**src/rtl/dpi_stream_feeder.sv**
```systemverilog
// Byte-stream feeder for pattern matchers: frames packets with load/eop
// pulses, tracks per-stream "seen" state and a per-stream enable table.
module dpi_stream_feeder #(
  parameter int LOAD_GAP = 2,
  parameter int EOP_GAP  = 2
) (
  input  logic        clk,
  input  logic        rst,
  input  logic        in_valid,
  output logic        in_ready,
  input  logic [7:0]  in_data,
  input  logic        in_sop,
  input  logic        in_eop,
  input  logic [5:0]  in_stream_id,
  input  logic        cfg_en_wr,
  input  logic [5:0]  cfg_en_id,
  input  logic        cfg_en_val,
  input  logic        clear_streams,
  output logic        load_state,
  output logic [5:0]  stream_id,
  output logic        new_stream_id,
  output logic        enable,
  output logic [7:0]  char_in,
  output logic        char_in_vld,
  output logic        eop,
  output logic [15:0] pkt_count,
  output logic [15:0] drop_count
);

  typedef enum logic [2:0] {
    S_IDLE, S_LOAD, S_WAIT, S_STREAM, S_DRAIN, S_EOP
  } state_t;

  state_t      state_q, state_d;
  logic [15:0] cnt_q, cnt_d;
  logic [63:0] seen_q, seen_d;
  logic [63:0] en_tbl_q, en_tbl_d;
  logic        load_q, load_d;
  logic [5:0]  sid_q, sid_d;
  logic        new_q, new_d;
  logic        en_q, en_d;
  logic [7:0]  char_q, char_d;
  logic        vld_q, vld_d;
  logic        eop_q, eop_d;
  logic [15:0] pkt_q, pkt_d;
  logic [15:0] drop_q, drop_d;
  logic        accept;

  // in_ready is the only combinational output; held low during reset
  always_comb begin
    in_ready = 1'b0;
    if (!rst) begin
      in_ready = (state_q == S_STREAM) ||
                 ((state_q == S_IDLE) && in_valid && !in_sop);
    end
  end

  assign accept = in_valid && in_ready;

  always_ff @(posedge clk) begin
    if (rst) begin
      state_q  <= S_IDLE;
      cnt_q    <= '0;
      seen_q   <= '0;
      en_tbl_q <= '0;
      load_q   <= 1'b0;
      sid_q    <= '0;
      new_q    <= 1'b0;
      en_q     <= 1'b0;
      char_q   <= '0;
      vld_q    <= 1'b0;
      eop_q    <= 1'b0;
      pkt_q    <= '0;
      drop_q   <= '0;
    end else begin
      state_q  <= state_d;
      cnt_q    <= cnt_d;
      seen_q   <= seen_d;
      en_tbl_q <= en_tbl_d;
      load_q   <= load_d;
      sid_q    <= sid_d;
      new_q    <= new_d;
      en_q     <= en_d;
      char_q   <= char_d;
      vld_q    <= vld_d;
      eop_q    <= eop_d;
      pkt_q    <= pkt_d;
      drop_q   <= drop_d;
    end
  end

  always_comb begin
    state_d = state_q;
    cnt_d   = cnt_q;
    unique case (state_q)
      S_IDLE: begin
        if (in_valid && in_sop) state_d = S_LOAD;
      end
      S_LOAD: begin
        if (LOAD_GAP <= 2) begin
          state_d = S_STREAM;
        end else begin
          state_d = S_WAIT;
          cnt_d   = 16'(LOAD_GAP - 3);
        end
      end
      S_WAIT: begin
        if (cnt_q == '0) state_d = S_STREAM;
        else             cnt_d   = cnt_q - 16'd1;
      end
      S_STREAM: begin
        if (accept && in_eop) begin
          state_d = S_DRAIN;
          cnt_d   = 16'(EOP_GAP - 1);
        end
      end
      S_DRAIN: begin
        if (cnt_q == '0) state_d = S_EOP;
        else             cnt_d   = cnt_q - 16'd1;
      end
      S_EOP:   state_d = S_IDLE;
      default: state_d = S_IDLE;
    endcase
  end

  always_comb begin
    load_d   = 1'b0;
    vld_d    = 1'b0;
    eop_d    = 1'b0;
    char_d   = char_q;
    sid_d    = sid_q;
    new_d    = new_q;
    en_d     = en_q;
    pkt_d    = pkt_q;
    drop_d   = drop_q;
    seen_d   = seen_q;
    en_tbl_d = en_tbl_q;

    if ((state_q == S_IDLE) && in_valid && in_sop) begin
      load_d = 1'b1;
      sid_d  = in_stream_id;
      new_d  = !seen_q[in_stream_id];
      en_d   = en_tbl_q[in_stream_id];
    end

    if ((state_q == S_IDLE) && accept && (drop_q != 16'hFFFF))
      drop_d = drop_q + 16'd1;

    if ((state_q == S_STREAM) && accept) begin
      char_d = in_data;
      vld_d  = 1'b1;
    end

    if (state_d == S_EOP) begin
      eop_d = 1'b1;
      pkt_d = pkt_q + 16'd1;
    end

    // matchers only persist state for enabled streams; clear overrides
    if ((state_q == S_EOP) && en_q) seen_d[sid_q] = 1'b1;
    if (clear_streams) seen_d = '0;

    if (cfg_en_wr) en_tbl_d[cfg_en_id] = cfg_en_val;
  end

  assign load_state    = load_q;
  assign stream_id     = sid_q;
  assign new_stream_id = new_q;
  assign enable        = en_q;
  assign char_in       = char_q;
  assign char_in_vld   = vld_q;
  assign eop           = eop_q;
  assign pkt_count     = pkt_q;
  assign drop_count    = drop_q;

endmodule

```
**config.mk**
```make
export PLATFORM = sky130hd
export DESIGN_NAME = dpi_stream_feeder
export DESIGN_NICKNAME = d
export VERILOG_FILES = /design/src/rtl/dpi_stream_feeder.sv
export SDC_FILE = /design/constraint.sdc
export NUM_CORES = 1
export LEC_CHECK = 0
export ABC_AREA = 1
export CORE_MARGIN = 4
export CORE_UTILIZATION = 25
export CTS_CLUSTER_SIZE = 30
export DETAILED_ROUTE_END_ITERATION = 12
export GPL_TIMING_DRIVEN = 0
export HOLD_SLACK_MARGIN = 0.1
export PLACE_DENSITY = 0.4
export SLEW_MARGIN = 20
export SYNTH_ARGS = -nofsm -noshare
export SYNTH_HDL_FRONTEND = slang
export SYNTH_SLANG_ARGS = --single-unit
```
**constraint.sdc**
```tcl
create_clock -name clk -period 1.9 [get_ports clk]
set_input_delay 0.38 -clock clk [delete_from_list [all_inputs] [get_ports clk]]
set_output_delay 0.38 -clock clk [all_outputs]
set_load 0.05 [all_outputs]
```
# Yosys cells after proc, flatten, opt, wreduce, memory -nomap -nowiden
# Index checks and enable logic that the tools add are counted.
[op_classes] bitwise=1 n_div=0 eq_ne=9 magnitude_cmp=5 n_reduce_logical=21 n_addsub=3 n_mul=0 n_mux=21 shift=0
[ops] op="64-bit bitwise mux" count=1
[ops] op="64-bit bitwise OR" count=1
[ops] op="16-bit by 1-bit adder with 16-bit output, second input constant" count=2
[ops] op="16-bit 2-to-1 mux" count=2
[ops] op="16-bit case mux with 2 select lines" count=1
[ops] op="6-bit by 7-bit < comparator with 1-bit output, second input constant" count=3
[ops] op="16-bit logical NOT" count=1
[ops] op="16-bit inequality test, second input constant" count=1
[ops] op="16-bit by 1-bit subtractor with 16-bit output, second input constant" count=1
[ops] op="3-bit case mux with 5 select lines" count=1
[ops] op="1-bit binary-select mux with 6-bit select" count=2
[ops] op="1-bit demux with 6-bit select" count=2
[ops] op="6-bit by 1-bit >= comparator with 1-bit output, second input constant" count=2
[ops] op="1-bit logical AND" count=12
[ops] op="3-bit 2-to-1 mux" count=4
[ops] op="3-bit equality test, second input constant" count=3
[ops] op="1-bit 2-to-1 mux" count=8
[ops] op="3-bit by 2-bit equality test with 1-bit output, second input constant" count=2
[ops] op="2-bit OR reduction" count=2
[ops] op="3-bit by 1-bit equality test with 1-bit output, second input constant" count=1
[ops] op="3-bit logical NOT" count=1
[ops] op="3-bit AND reduction" count=1
[ops] op="1-bit logical NOT" count=2
[ops] op="2-bit by 1-bit inequality test with 1-bit output, second input constant" count=1
[ops] op="other kinds (3)" count=3
[totals] memories=0 ram_bits=0 register_bits=198 word_cells=73 romBits=0 latch_bits=0 output_inout_bits=52 in_bits=28

# Longest topological paths before layout
[depth] depth_word=11 ltp_mapped=13 mapped_depth_nobuf=12

# Worst setup path before layout
# No wires, ideal clock.
[synth_timing] kind="reg2reg" start="register drop_q[0] (netlist: drop_count[0])" end="register drop_q[6] (netlist: drop_count[6])" path_buffers=1 stages_incl_launch_ff=9 arrival_time_ns=1.974 setup_ns=0.070 period_less_slack_ns=2.045 setup_slack_ns=-0.145 required_time_ns=1.830 path_cell_list="dfxtp_1 > ha_1 > nand4_2 > inv_2 > nand3_2 > nor3_4 > buf_4 > o21ai_0 > a21oi_1"
[synth_via] elab_chain_cells=2 word_cells_on_any_way=3 cone_classes="add/sub (1); eq/ne (1); reduce/logical (1)"
[synth_lines] element="from (decl)" line_no="46" text="logic [15:0] drop_q, drop_d;"
[synth_lines] element="from (signal assigned)" line_no="88" text="drop_q <= drop_d;"
[synth_lines] element="parallel branches: the longest is 2 deep, another holds 16-bit by 1-bit adder with 16-bit output"
# Several ways; the timed one is not identified.
# A chain may end at the register's enable or synchronous reset.

# Worst setup path after layout
[layout_timing] start="register state_q[0]" end="output in_ready"
[layout_via] elab_chain_cells=5 word_cells_on_any_way=6 cone_classes="eq/ne (1); mux (1); reduce/logical (4)"
[layout_lines] element="from (decl)" line_no="34" text="state_t state_q, state_d;"
[layout_lines] element="from (signal assigned)" line_no="76" text="state_q <= state_d;"
[layout_lines] element="3-bit logical NOT" line_no="54" text="((state_q == S_IDLE) && in_valid && !in_sop);"
[layout_lines] element="1-bit logical AND (2 in series)" line_no="54"
[layout_lines] element="1-bit logical OR *" line_no="53" text="in_ready = (state_q == S_STREAM) ||"
[layout_lines] element="1-bit 2-to-1 mux *" line_no="52" text="if (!rst) begin"
[layout_lines] element="to (decl)" line_no="10" text="output logic in_ready,"
# Every way passes the cells marked *; elsewhere a longest branch is shown, timed or not.

==> flow_summary.yaml <==
run_status:
  status: "finished clean"
flow_run:
  maxCapViolations: 0
power_and_ir_drop:
  internal_power_mw: 7.57
  swShare_pct: 34.7
  peakVddDrop_uv: 548
  p_clk_share_pct: 33.0
  cellPowerDensity_nw_per_um2: 969
  pwr-share-comb_pct: 27.9
  p_leak_nw: 4.35
  p_switching_mw: 4.02
  pwr-share-seq_pct: 39.2
  finalPower_mw: 11.6
finish:
  num-fill-cells: 4120
  regArea_um2: 3980
  drive_gt1_share_pct: 13.9
  diodes: 0
  synthToLayoutAreaGrowth_pct: 25.0
  multi_input_area_um2: 5150
  layout_commonest_cell: "nand2_1"
  final_area_um2: 12000
  most-common-layout-cells: "nand2_1, dfxtp_1, a21oi_1"
  fin_nets: 1424
  finalNonFillerCells: 1916
logic_synthesis:
  ys_seq_elements: 198
  yosys_warnings: 0
  syn_inst: 1288
  synth_area_um2: 9570
  seq_area_frac_synth_pct: 41.4
  synth_top_area_share_pct: 41.4
  syn-num-nets: 1319
  ys_top_cells_by_area: "dfxtp_1, nand2_1, a21oi_1"
  yosysTopAreaCell: "dfxtp_1"
  avgSynthCellArea_um2: 7.43
  ys_types: 42
placement:
  dp.cells: 1872
  numPortBuffers: 73
  gp_congestion: 0.800
  placed_area_um2: 10900
  place_hpwl_mm: 23.3
setup_path:
  cp-endpoint: "in_ready"
  r2r-start: "state_q[1]"
  end_kind: "output pin"
  rrSetupSlack_ns: 0.13
  rr_worst_depth: 6
  start_kind: "register"
  crit_arrival_ns: 1.48
  worst-setup-path-type: "reg2out"
  cp.required_ns: 1.52
  regToRegEndpoint: "seen_q[6]"
  cp_max_fo: 4
  startpoint: "state_q[0]"
sta:
  finalHoldViolCount: 0
  setup_viol: 0
  period_minus_slack_ns: 1.86
  slew_viol_final: 0
  fin_hold_ws_ns: 0.407
  worst_slew_pin_slew_ns: 0.723
  finalCritPeriodShare_pct: 97.9
  max_freq_mhz: 538
  skew_ns: 0.00680
  rsz0062_at_grt: "true"
  maxSlewHeadroom_pct: 51.8
floorplanning:
  num_rows: 71
  core_um2: 37800
  dieHeight_um: 204
  ios: 80
  start_util_pct: 25.3
  die_x_um: 204
  dieArea_um2: 41500
global_route:
  grt_max_degree: 17
  grt_first_pass_wirelength_mm: 52.5
  overflow: 0
  track_usage_pct: 16.0
  grt_antenna_before_repair: 0
  grt_pass1_vias: 8852
clocking:
  cts_hold_buf: 0
  cts_inserted_buffers: 17
  cts_tree: "built"
  clockBufferDepth: 2
  h-tree-depth: 4
  cts.clk_slew.worst_paths_ns: 0.07
  clk_latency_ns: 0.44
  clock_sinks: 198
  cts-root-buf: "clkbuf_16"
route:
  vias_per_cell: 4.83
  wl_mm: 33.6
  dr.pass1.iters: 4
  drtAntennaViolNets: 0
  first_iter_violations: 569
  vias: 9257
  routedWlPerCell_um: 17.6
  route.detailed.drc: 0
worst_hold_path:
  hold_class: "in2reg"
==> layout make-up <==
type / count / area share [%]
repair buffers: 86 / 6.94
clock buffers: 23 / 3.99
flip-flops and latches: 198 / 33.3
well taps: 511 / 5.34
inverters: 60 / 2.02
plain buffers: 79 / 4.31
multi-input cells: 951 / 43.1
clock inverters: 8 / 1.02
==> worst max-delay path: stages, from the launching register on <==
cell     delay (ns)
dfxtp_2        0.36
nor3_4         0.19
nand2_1        0.08
nor2_1         0.09
o21a_2         0.18
buf_8          0.15
==> sequential cells by signal, summed over array words and instances (netlist names) <==
register	flops
eop	1
drop_count	16
load_state	1
stream_id	6
cnt_q	16
en_tbl_q	64
char_in_vld	1
enable	1
state_q	3
pkt_count	16
char_in	8
seen_q	64
new_stream_id	1
==> power by group through the flow <==
stage          clock (mW)  sequential, mW  combinational, mW
2_1_floorplan           0            4.71               2.01
3_3_place_gp            0            4.60               3.01
3_5_place_dp            0            4.60               2.97
4_1_cts              3.95            4.51               3.08
5_1_grt              4.10            4.57               3.58
6_report             3.82            4.54               3.23
==> cell families (layout without fill, tap and decap cells) <==
logic type,after synthesis,after routing,share of synthesized area [%]
xor+xnor,33,33,3.02
buf+inv,139,256,6.65
fa+ha+maj,3,3,0.392
compound gates,279,279,17.7
flops,198,198,41.4
simple gates,636,636,30.9
==> timing repair <==
| action | in CTS | in global routing |
|---|---|---|
| gates resized for setup | 113 | 76 |
| buffers inserted | 5 | 8 |
| setup endpoints to repair | 152 | 151 |
| pin swaps | 4 | 5 |
==> per-layer routing <==
layer	up-vias	wire length [um]	track usage (%)
met5	-	0	0
li1	4657	-	-
met4	0	237	2.72
met2	182	15400	25.6
met1	4403	16700	23.0
met3	15	1260	2.73
==> synthesized netlist by cell type (all sizes together) <==
library cell and count:
nand2 284, dfxtp 198, a21oi 187, nand3 147
nor2 138, a311oi 63, inv 60, buf 42
nor3 39, clkbuf 37, o21ai 25, xor2 19
nor4 14, xnor2 14, nand4 8, ha 3
or2 3, nor3b 2, o21a 2, a31oi 1
nand3b 1, o31ai 1
==> worst min path at each step <==
stage,startpoint,to,slack (ns),depth (start not counted)
floorplan,seen_q[54],seen_q[54],0.43,2
global placement,seen_q[54],seen_q[54],0.44,2
detailed placement,seen_q[54],seen_q[54],0.45,2
CTS,cfg_en_id[1],en_tbl_q[4],0.38,4
global route,cfg_en_id[1],en_tbl_q[4],0.43,4
finish,cfg_en_id[1],en_tbl_q[4],0.41,4
==> metrics by stage <==
step / worst slack [ns] / TNS, ns / utilization [%]
floorplan: 0.0175 / 0 / -
global placement: -0.822 / -80.87 / 29.0
detailed placement: -0.814 / -81.00 / 29.0
CTS: -0.0999 / -0.645 / 31.0
global route: -0.0498 / -0.0550 / 31.7
finish: 0.0405 / 0 / 31.7
No activity file was read; power rests on OpenSTA's default activity.
